--- config.mk ---
export PLATFORM = sky130hd
export DESIGN_NAME = hdmi_packet_scheduler
export DESIGN_NICKNAME = d
export VERILOG_FILES = /design/src/rtl/hdmi_packet_pkg.sv /design/src/rtl/hdmi_packet_scheduler_rr_arbiter.sv /design/src/rtl/hdmi_packet_scheduler.sv
export SDC_FILE = /design/constraint.sdc
export NUM_CORES = 1
export LEC_CHECK = 0
export BUFFER_PORTS_ARGS = -buffer_cell sky130_fd_sc_hd__clkbuf_2
export CAP_MARGIN = 20
export CORE_UTILIZATION = 35
export DETAILED_ROUTE_END_ITERATION = 10
export PLACE_DENSITY_LB_ADDON = 0.15
export SKIP_CTS_REPAIR_TIMING = 1
export SLEW_MARGIN = 10
export SYNTH_ARGS = -nofsm -noshare
export SYNTH_HDL_FRONTEND = slang
export SYNTH_SLANG_ARGS = --single-unit
--- constraint.sdc ---
create_clock -name clk_pixel -period 2.5 [get_ports clk_pixel]
set_clock_uncertainty 0.2 [all_clocks]
set_input_delay 0 -clock clk_pixel [delete_from_list [all_inputs] [get_ports clk_pixel]]
set_output_delay 0 -clock clk_pixel [all_outputs]
set_load 0.01 [all_outputs]
--- src/rtl/hdmi_packet_pkg.sv ---
// Shared packet-type codes, slot geometry and FSM state for the HDMI packet scheduler.
// Used by hdmi_packet_scheduler and its round-robin arbiter.
package hdmi_packet_pkg;

    localparam logic [7:0] PKT_NULL     = 8'h00;
    localparam logic [7:0] PKT_ACR      = 8'h01;
    localparam logic [7:0] PKT_AUDIO    = 8'h02;
    localparam logic [7:0] PKT_AVI      = 8'h82;
    localparam logic [7:0] PKT_SPD      = 8'h83;
    localparam logic [7:0] PKT_AUDIO_IF = 8'h84;

    localparam int SLOT_LEN = 32;
    localparam int CNT_W    = $clog2(SLOT_LEN);

    typedef enum logic {
        ST_IDLE,
        ST_SLOT
    } state_e;

endpackage

--- src/rtl/hdmi_packet_scheduler_rr_arbiter.sv ---
// Combinational round-robin picker: search starts at ptr_i and wraps.
// Returns a one-hot grant and a valid flag; the pointer register lives in the parent.
module rr_arbiter #(
    parameter int N  = 3,
    parameter int PW = (N > 1) ? $clog2(N) : 1
) (
    input  logic [N-1:0]  pend_i,
    input  logic [PW-1:0] ptr_i,
    output logic [N-1:0]  gnt_o,
    output logic          valid_o
);

    logic [N-1:0]   rot;
    logic [N-1:0]   grot;
    logic [2*N-1:0] gnt2;

    always_comb begin
        // rotate so bit 0 is the first candidate, pick lowest, rotate back
        rot     = N'({pend_i, pend_i} >> ptr_i);
        grot    = '0;
        valid_o = 1'b0;
        for (int k = 0; k < N; k++) begin
            if (rot[k] && !valid_o) begin
                grot[k] = 1'b1;
                valid_o = 1'b1;
            end
        end
        gnt2  = {{N{1'b0}}, grot} << ptr_i;
        gnt_o = gnt2[N-1:0] | gnt2[2*N-1:N];
    end

endmodule

--- src/rtl/hdmi_packet_scheduler.sv ---
// Data-island slot scheduler: ACR > audio > round-robin InfoFrames > NULL.
// Optional PACKET_SCHED_STATS_EN adds saturating miss/null/forced counters.
module hdmi_packet_scheduler
    import hdmi_packet_pkg::*;
#(
    parameter int                  NUM_IF        = 3,
    parameter logic [8*NUM_IF-1:0] IF_TYPE       = {PKT_SPD, PKT_AVI, PKT_AUDIO_IF},
    parameter int                  IF_FIELDS     = 1,
    parameter int                  MAX_AUDIO_RUN = 4
) (
    input  logic              clk_pixel,
    input  logic              reset_n,
    input  logic              video_field_end,
    input  logic              packet_enable,
    input  logic              req_acr,
    input  logic              req_audio,
    input  logic [NUM_IF-1:0] if_enable,
    output logic [7:0]        packet_type,
    output logic              grant_acr,
    output logic              grant_audio,
    output logic [NUM_IF-1:0] grant_if,
    output logic              slot_busy,
    output logic              if_missed
`ifdef PACKET_SCHED_STATS_EN
   ,output logic [15:0]       stat_missed,
    output logic [15:0]       stat_null,
    output logic [15:0]       stat_forced
`endif
);

    localparam int PW = (NUM_IF > 1) ? $clog2(NUM_IF) : 1;
    localparam int RW = $clog2(MAX_AUDIO_RUN + 1);

    state_e            state_q, state_d;
    logic [CNT_W-1:0]  cnt_q, cnt_d;
    logic [7:0]        ptype_q, ptype_d;
    logic              gacr_q, gacr_d;
    logic              gaud_q, gaud_d;
    logic [NUM_IF-1:0] gif_q, gif_d;
    logic [NUM_IF-1:0] sent_q, sent_d;
    logic [PW-1:0]     ptr_q, ptr_d;
    logic [RW-1:0]     run_q, run_d;
    logic              field_q, field_d;
    logic              miss_q, miss_d;

    logic              accept, period_end, force_if, arb_valid;
    logic [NUM_IF-1:0] sent_eff, pend, arb_gnt;
    logic [PW-1:0]     gnt_idx;
    logic [7:0]        gnt_type;

    // period end clears sent flags before the same-cycle decision sees them
    assign period_end = video_field_end && (IF_FIELDS == 1 || field_q);
    assign sent_eff   = period_end ? '0 : sent_q;
    assign pend       = if_enable & ~sent_eff;
    assign accept     = packet_enable &&
                        (state_q == ST_IDLE || cnt_q == CNT_W'(SLOT_LEN - 1));
    assign force_if   = (run_q == RW'(MAX_AUDIO_RUN)) && arb_valid;

    rr_arbiter #(.N(NUM_IF), .PW(PW)) u_arb (
        .pend_i  (pend),
        .ptr_i   (ptr_q),
        .gnt_o   (arb_gnt),
        .valid_o (arb_valid)
    );

    always_comb begin
        gnt_idx  = '0;
        gnt_type = PKT_NULL;
        for (int k = 0; k < NUM_IF; k++) begin
            if (arb_gnt[k]) begin
                gnt_idx  = PW'(k);
                gnt_type = IF_TYPE[8*k +: 8];
            end
        end
    end

    always_comb begin
        state_d = state_q;
        cnt_d   = cnt_q;
        ptype_d = ptype_q;
        gacr_d  = 1'b0;
        gaud_d  = 1'b0;
        gif_d   = '0;
        sent_d  = sent_eff;
        ptr_d   = ptr_q;
        run_d   = run_q;
        field_d = period_end ? 1'b0 : (field_q ^ video_field_end);
        miss_d  = period_end && |(if_enable & ~sent_q);

        unique case (state_q)
            ST_IDLE: begin
                if (accept) begin
                    state_d = ST_SLOT;
                    cnt_d   = '0;
                end
            end
            ST_SLOT: begin
                if (accept) begin
                    cnt_d = '0;
                end else if (cnt_q == CNT_W'(SLOT_LEN - 1)) begin
                    state_d = ST_IDLE;
                end else begin
                    cnt_d = cnt_q + 1'b1;
                end
            end
            default: state_d = ST_IDLE;
        endcase

        if (accept) begin
            if (req_acr) begin
                ptype_d = PKT_ACR;
                gacr_d  = 1'b1;
                run_d   = '0;
            end else if (req_audio && !force_if) begin
                ptype_d = PKT_AUDIO;
                gaud_d  = 1'b1;
                if (run_q != RW'(MAX_AUDIO_RUN)) run_d = run_q + 1'b1;
            end else if (arb_valid) begin
                ptype_d = gnt_type;
                gif_d   = arb_gnt;
                sent_d  = sent_eff | arb_gnt;
                ptr_d   = (gnt_idx == PW'(NUM_IF - 1)) ? '0 : gnt_idx + 1'b1;
                run_d   = '0;
            end else begin
                ptype_d = PKT_NULL;
                run_d   = '0;
            end
        end
    end

    always_ff @(posedge clk_pixel or negedge reset_n) begin
        if (!reset_n) begin
            state_q <= ST_IDLE;
            cnt_q   <= '0;
            ptype_q <= PKT_NULL;
            gacr_q  <= 1'b0;
            gaud_q  <= 1'b0;
            gif_q   <= '0;
            sent_q  <= '0;
            ptr_q   <= '0;
            run_q   <= '0;
            field_q <= 1'b0;
            miss_q  <= 1'b0;
        end else begin
            state_q <= state_d;
            cnt_q   <= cnt_d;
            ptype_q <= ptype_d;
            gacr_q  <= gacr_d;
            gaud_q  <= gaud_d;
            gif_q   <= gif_d;
            sent_q  <= sent_d;
            ptr_q   <= ptr_d;
            run_q   <= run_d;
            field_q <= field_d;
            miss_q  <= miss_d;
        end
    end

    assign packet_type = ptype_q;
    assign grant_acr   = gacr_q;
    assign grant_audio = gaud_q;
    assign grant_if    = gif_q;
    assign slot_busy   = (state_q == ST_SLOT);
    assign if_missed   = miss_q;

`ifdef PACKET_SCHED_STATS_EN
    logic [15:0] smiss_q, snull_q, sforce_q;
    logic        null_hit, force_hit;

    assign null_hit  = accept && !req_acr && !req_audio && !arb_valid;
    assign force_hit = accept && !req_acr && req_audio && force_if;

    always_ff @(posedge clk_pixel or negedge reset_n) begin
        if (!reset_n) begin
            smiss_q  <= '0;
            snull_q  <= '0;
            sforce_q <= '0;
        end else begin
            if (miss_d && smiss_q != 16'hFFFF)     smiss_q  <= smiss_q + 1'b1;
            if (null_hit && snull_q != 16'hFFFF)   snull_q  <= snull_q + 1'b1;
            if (force_hit && sforce_q != 16'hFFFF) sforce_q <= sforce_q + 1'b1;
        end
    end

    assign stat_missed = smiss_q;
    assign stat_null   = snull_q;
    assign stat_forced = sforce_q;
`endif

endmodule

==> flow_summary.yaml <==
setup_path:
  cp_cell_sequence: "ha_1 -> and3_1 -> ha_1 -> nor2b_1 -> nor4b_1 -> o211ai_1 -> o21ai_0"
  worstPathMaxFanout: 7
  worstSetupStartpointType: "flop"
  cp.arrival_ns: 2.18
  crit_top_cell: "ha_1"
  slowest_stage: "dfrtp_1"
  critPathBufInv: 0
  worstSetupEndpointType: "flop"
  crit_family: "simple AND/OR/NAND/NOR gates"
  r2r_slack_ns: 0.30
  max_stage_delay_ns: 0.43
  crit_type: "flop to flop"
  cp.required_ns: 2.49
run_status:
  run_status: "finished with violations"
  violations: "hold timing"
power_and_ir_drop:
  peakVddDrop_mv: 0.3224
  pwr-share-clk: 0.213
  power_leakage_uw: 0.0007625
  p_seq_frac: 0.461
  p_total_uw: 1299
  comb_power_share: 0.326
  p_sw_uw: 454.5
  sw_frac_of_total: 0.3499
  internal_power_uw: 844.2
  power_density_nw_per_um2: 858.5
synth:
  synth_edf_count: 0
  synth_cell_types: 38
  syn_avg_cell_area_um2: 9.670
  netlist_area_um2: 1247
  async_reset_ff_frac: 1.000
  syn_inst: 129
  synth_seq_cells: 24
  synth_warnings: 0
  ys.flop_type: "dfrtp_1"
  seq_area_frac_synth: 0.4814
floorplan:
  die_x_um: 61.70
  core-area_um2: 3363
  std_cell_rows: 21
  die_h_um: 61.70
  die_area_um2: 3807
  start_util: 0.3709
  pin_count: 24
sta:
  finalHoldViolCount: 14
  tightest_slew_ns: 0.5617
  setup_tns_ns: 0
  max-slew-margin-rel: 0.6255
  timing.final.crit_share: 0.8796
  holdWs_ns: -0.009097
  rsz0062_at_grt: "no"
  final_max_slew_viol_count: 0
  max_freq_mhz: 454.7
  min_period_ns: 2.199
  finalSetupViolCount: 0
route:
  dr.pass1.iters: 4
  antenna_left: 0
  drt_iter0_markers: 58
  vias: 1031
  post_drt_wl_per_cell_um: 12.70
  wirelength_um: 2591
  drc: 0
  avgViaCountPerCell: 5.054
layout:
  drive_gt1_frac: 0.1835
  final_util: 0.4498
  fin_nets: 172
  area_growth_syn_to_layout_pct: 21.26
  final_cell_mix: "dfrtp_1, clkbuf_2, nand2_1"
  antenna_cells: 0
  postLayoutCellArea_um2: 1513
  final_common_cell: "dfrtp_1"
cts:
  insertion_delay_ns: 0.31
  cts.htree.levels: 1
  cts_buffers: 3
  clockBufferDepth: 2
  cts-root-buf: "clkbuf_4"
  clkSinkCount: 24
  cts_tree: "done"
  path_clk_slew_ns: 0.13
placement:
  globalplace.congestion: 0.8094
  portBuffers: 19
  place_hpwl_um: 1945
  dpl_cell_area_um2: 1370
grt:
  grt_max_degree: 25
  antenna_found_initial: 0
  grt_pass1_vias: 892
  grt_usage: 0.1497
  grt-ovfl-total: 0
  grt_pass1_wl_um: 4140
run:
  timing.max_cap.violations: 0
min_path:
  hold_class: "primary input to async pin"
## state kept, by name, indices dropped and copies added (netlist names)
name and count:
grant_if 3, cnt_q 5, grant_acr 1, sent_q 3
slot_busy 1, grant_audio 1, packet_type 4, run_q 3
if_missed 1, ptr_q 2
## worst paths after layout
kind,endpoint,startpoint,cells past startpoint
setup / recovery,ptr_q[0]$_DFFE_PN0P_,cnt_q[0]$_DFFE_PN0P_,7
hold / removal,grant_if[2]$_DFF_PN0_,reset_n,2
setup reg to reg,ptr_q[0]$_DFFE_PN0P_,cnt_q[0]$_DFFE_PN0P_,7
hold reg to reg,packet_type[7]$_DFFE_PN0P_,packet_type[7]$_DFFE_PN0P_,1
max in group asynchronous,ptr_q[0]$_DFFE_PN0P_,reset_n,2
min in group clk_pixel,packet_type[7]$_DFFE_PN0P_,packet_type[7]$_DFFE_PN0P_,1
## stage by stage
stage	worst slack, ns	hold slack, ns	cells
3_3_place_gp	0.3709	-0.1672	191
3_5_place_dp	0.3205	-0.1674	191
6_report	0.3010	-0.009097	204
2_1_floorplan	0.4803	-0.4956	132
4_1_cts	0.2897	-0.5244	195
5_1_grt	0.1512	0.04284	204
## synthesized netlist by cell type, types with 2 or more instances
| cell type | number | share of area |
|---|---|---|
| a21oi_1 | 2 | 0.0080 |
| a31oi_1 | 2 | 0.010 |
| buf_4 | 5 | 0.030 |
| dfrtp_1 | 24 | 0.48 |
| ha_1 | 4 | 0.040 |
| inv_1 | 9 | 0.027 |
| mux2i_1 | 3 | 0.024 |
| nand2_1 | 15 | 0.045 |
| nand2b_1 | 7 | 0.035 |
| nand3_1 | 6 | 0.024 |
| nand4_1 | 3 | 0.015 |
| nor2_1 | 6 | 0.018 |
| nor2b_1 | 4 | 0.020 |
| o211ai_1 | 3 | 0.018 |
| o21ai_0 | 8 | 0.032 |
| o221ai_1 | 3 | 0.021 |
| o22ai_1 | 3 | 0.015 |
| or2_2 | 2 | 0.010 |
## metal layers
metal / vias to the layer above / track usage / share of wire
met5: - / 0 / 0
met4: 0 / 0.05714 / 0.011
met3: 4 / 0.02899 / 0.027
met2: 16 / 0.2350 / 0.47
met1: 494 / 0.2055 / 0.49
li1: 517 / - / -
## area by class of cell
class	count	area [um2]
clock inverter	1	30.03
tap	46	57.56
multi-input combinational	92	579.3
inverter	10	37.54
sequential	24	600.6
fill	359	1851
timing repair buffer	28	185.2
clock buffer	3	22.52
## cell families after synthesis
group | Yosys count | share of synthesized area
AND/OR/NAND/NOR | 50 | 0.2126
AO/OA/AOI/OAI | 31 | 0.1755
multiplexers | 3 | 0.02407
adder cells (fa/ha/maj) | 4 | 0.04012
flip-flops | 24 | 0.4814
other | 1 | 0.003006
buffers and inverters | 16 | 0.06319
## worst reg2reg max path: cells and delay by family, from the launching register on
kind / cells / cell delay (ns)
AOI/OAI and AO/OA: 2 / 0.33
adders and majority gates: 2 / 0.41
DFF: 1 / 0.43
and+or+nand+nor: 3 / 0.70
## power by group through the flow
stage / combinational [uW] / sequential (uW) / clock (uW)
6_report: 424 / 598 / 276
2_1_floorplan: 313 / 581 / 0
5_1_grt: 491 / 613 / 302
3_3_place_gp: 408 / 600 / 0
4_1_cts: 421 / 595 / 285
3_5_place_dp: 420 / 603 / 0
No activity file was read; power rests on OpenSTA's default activity.
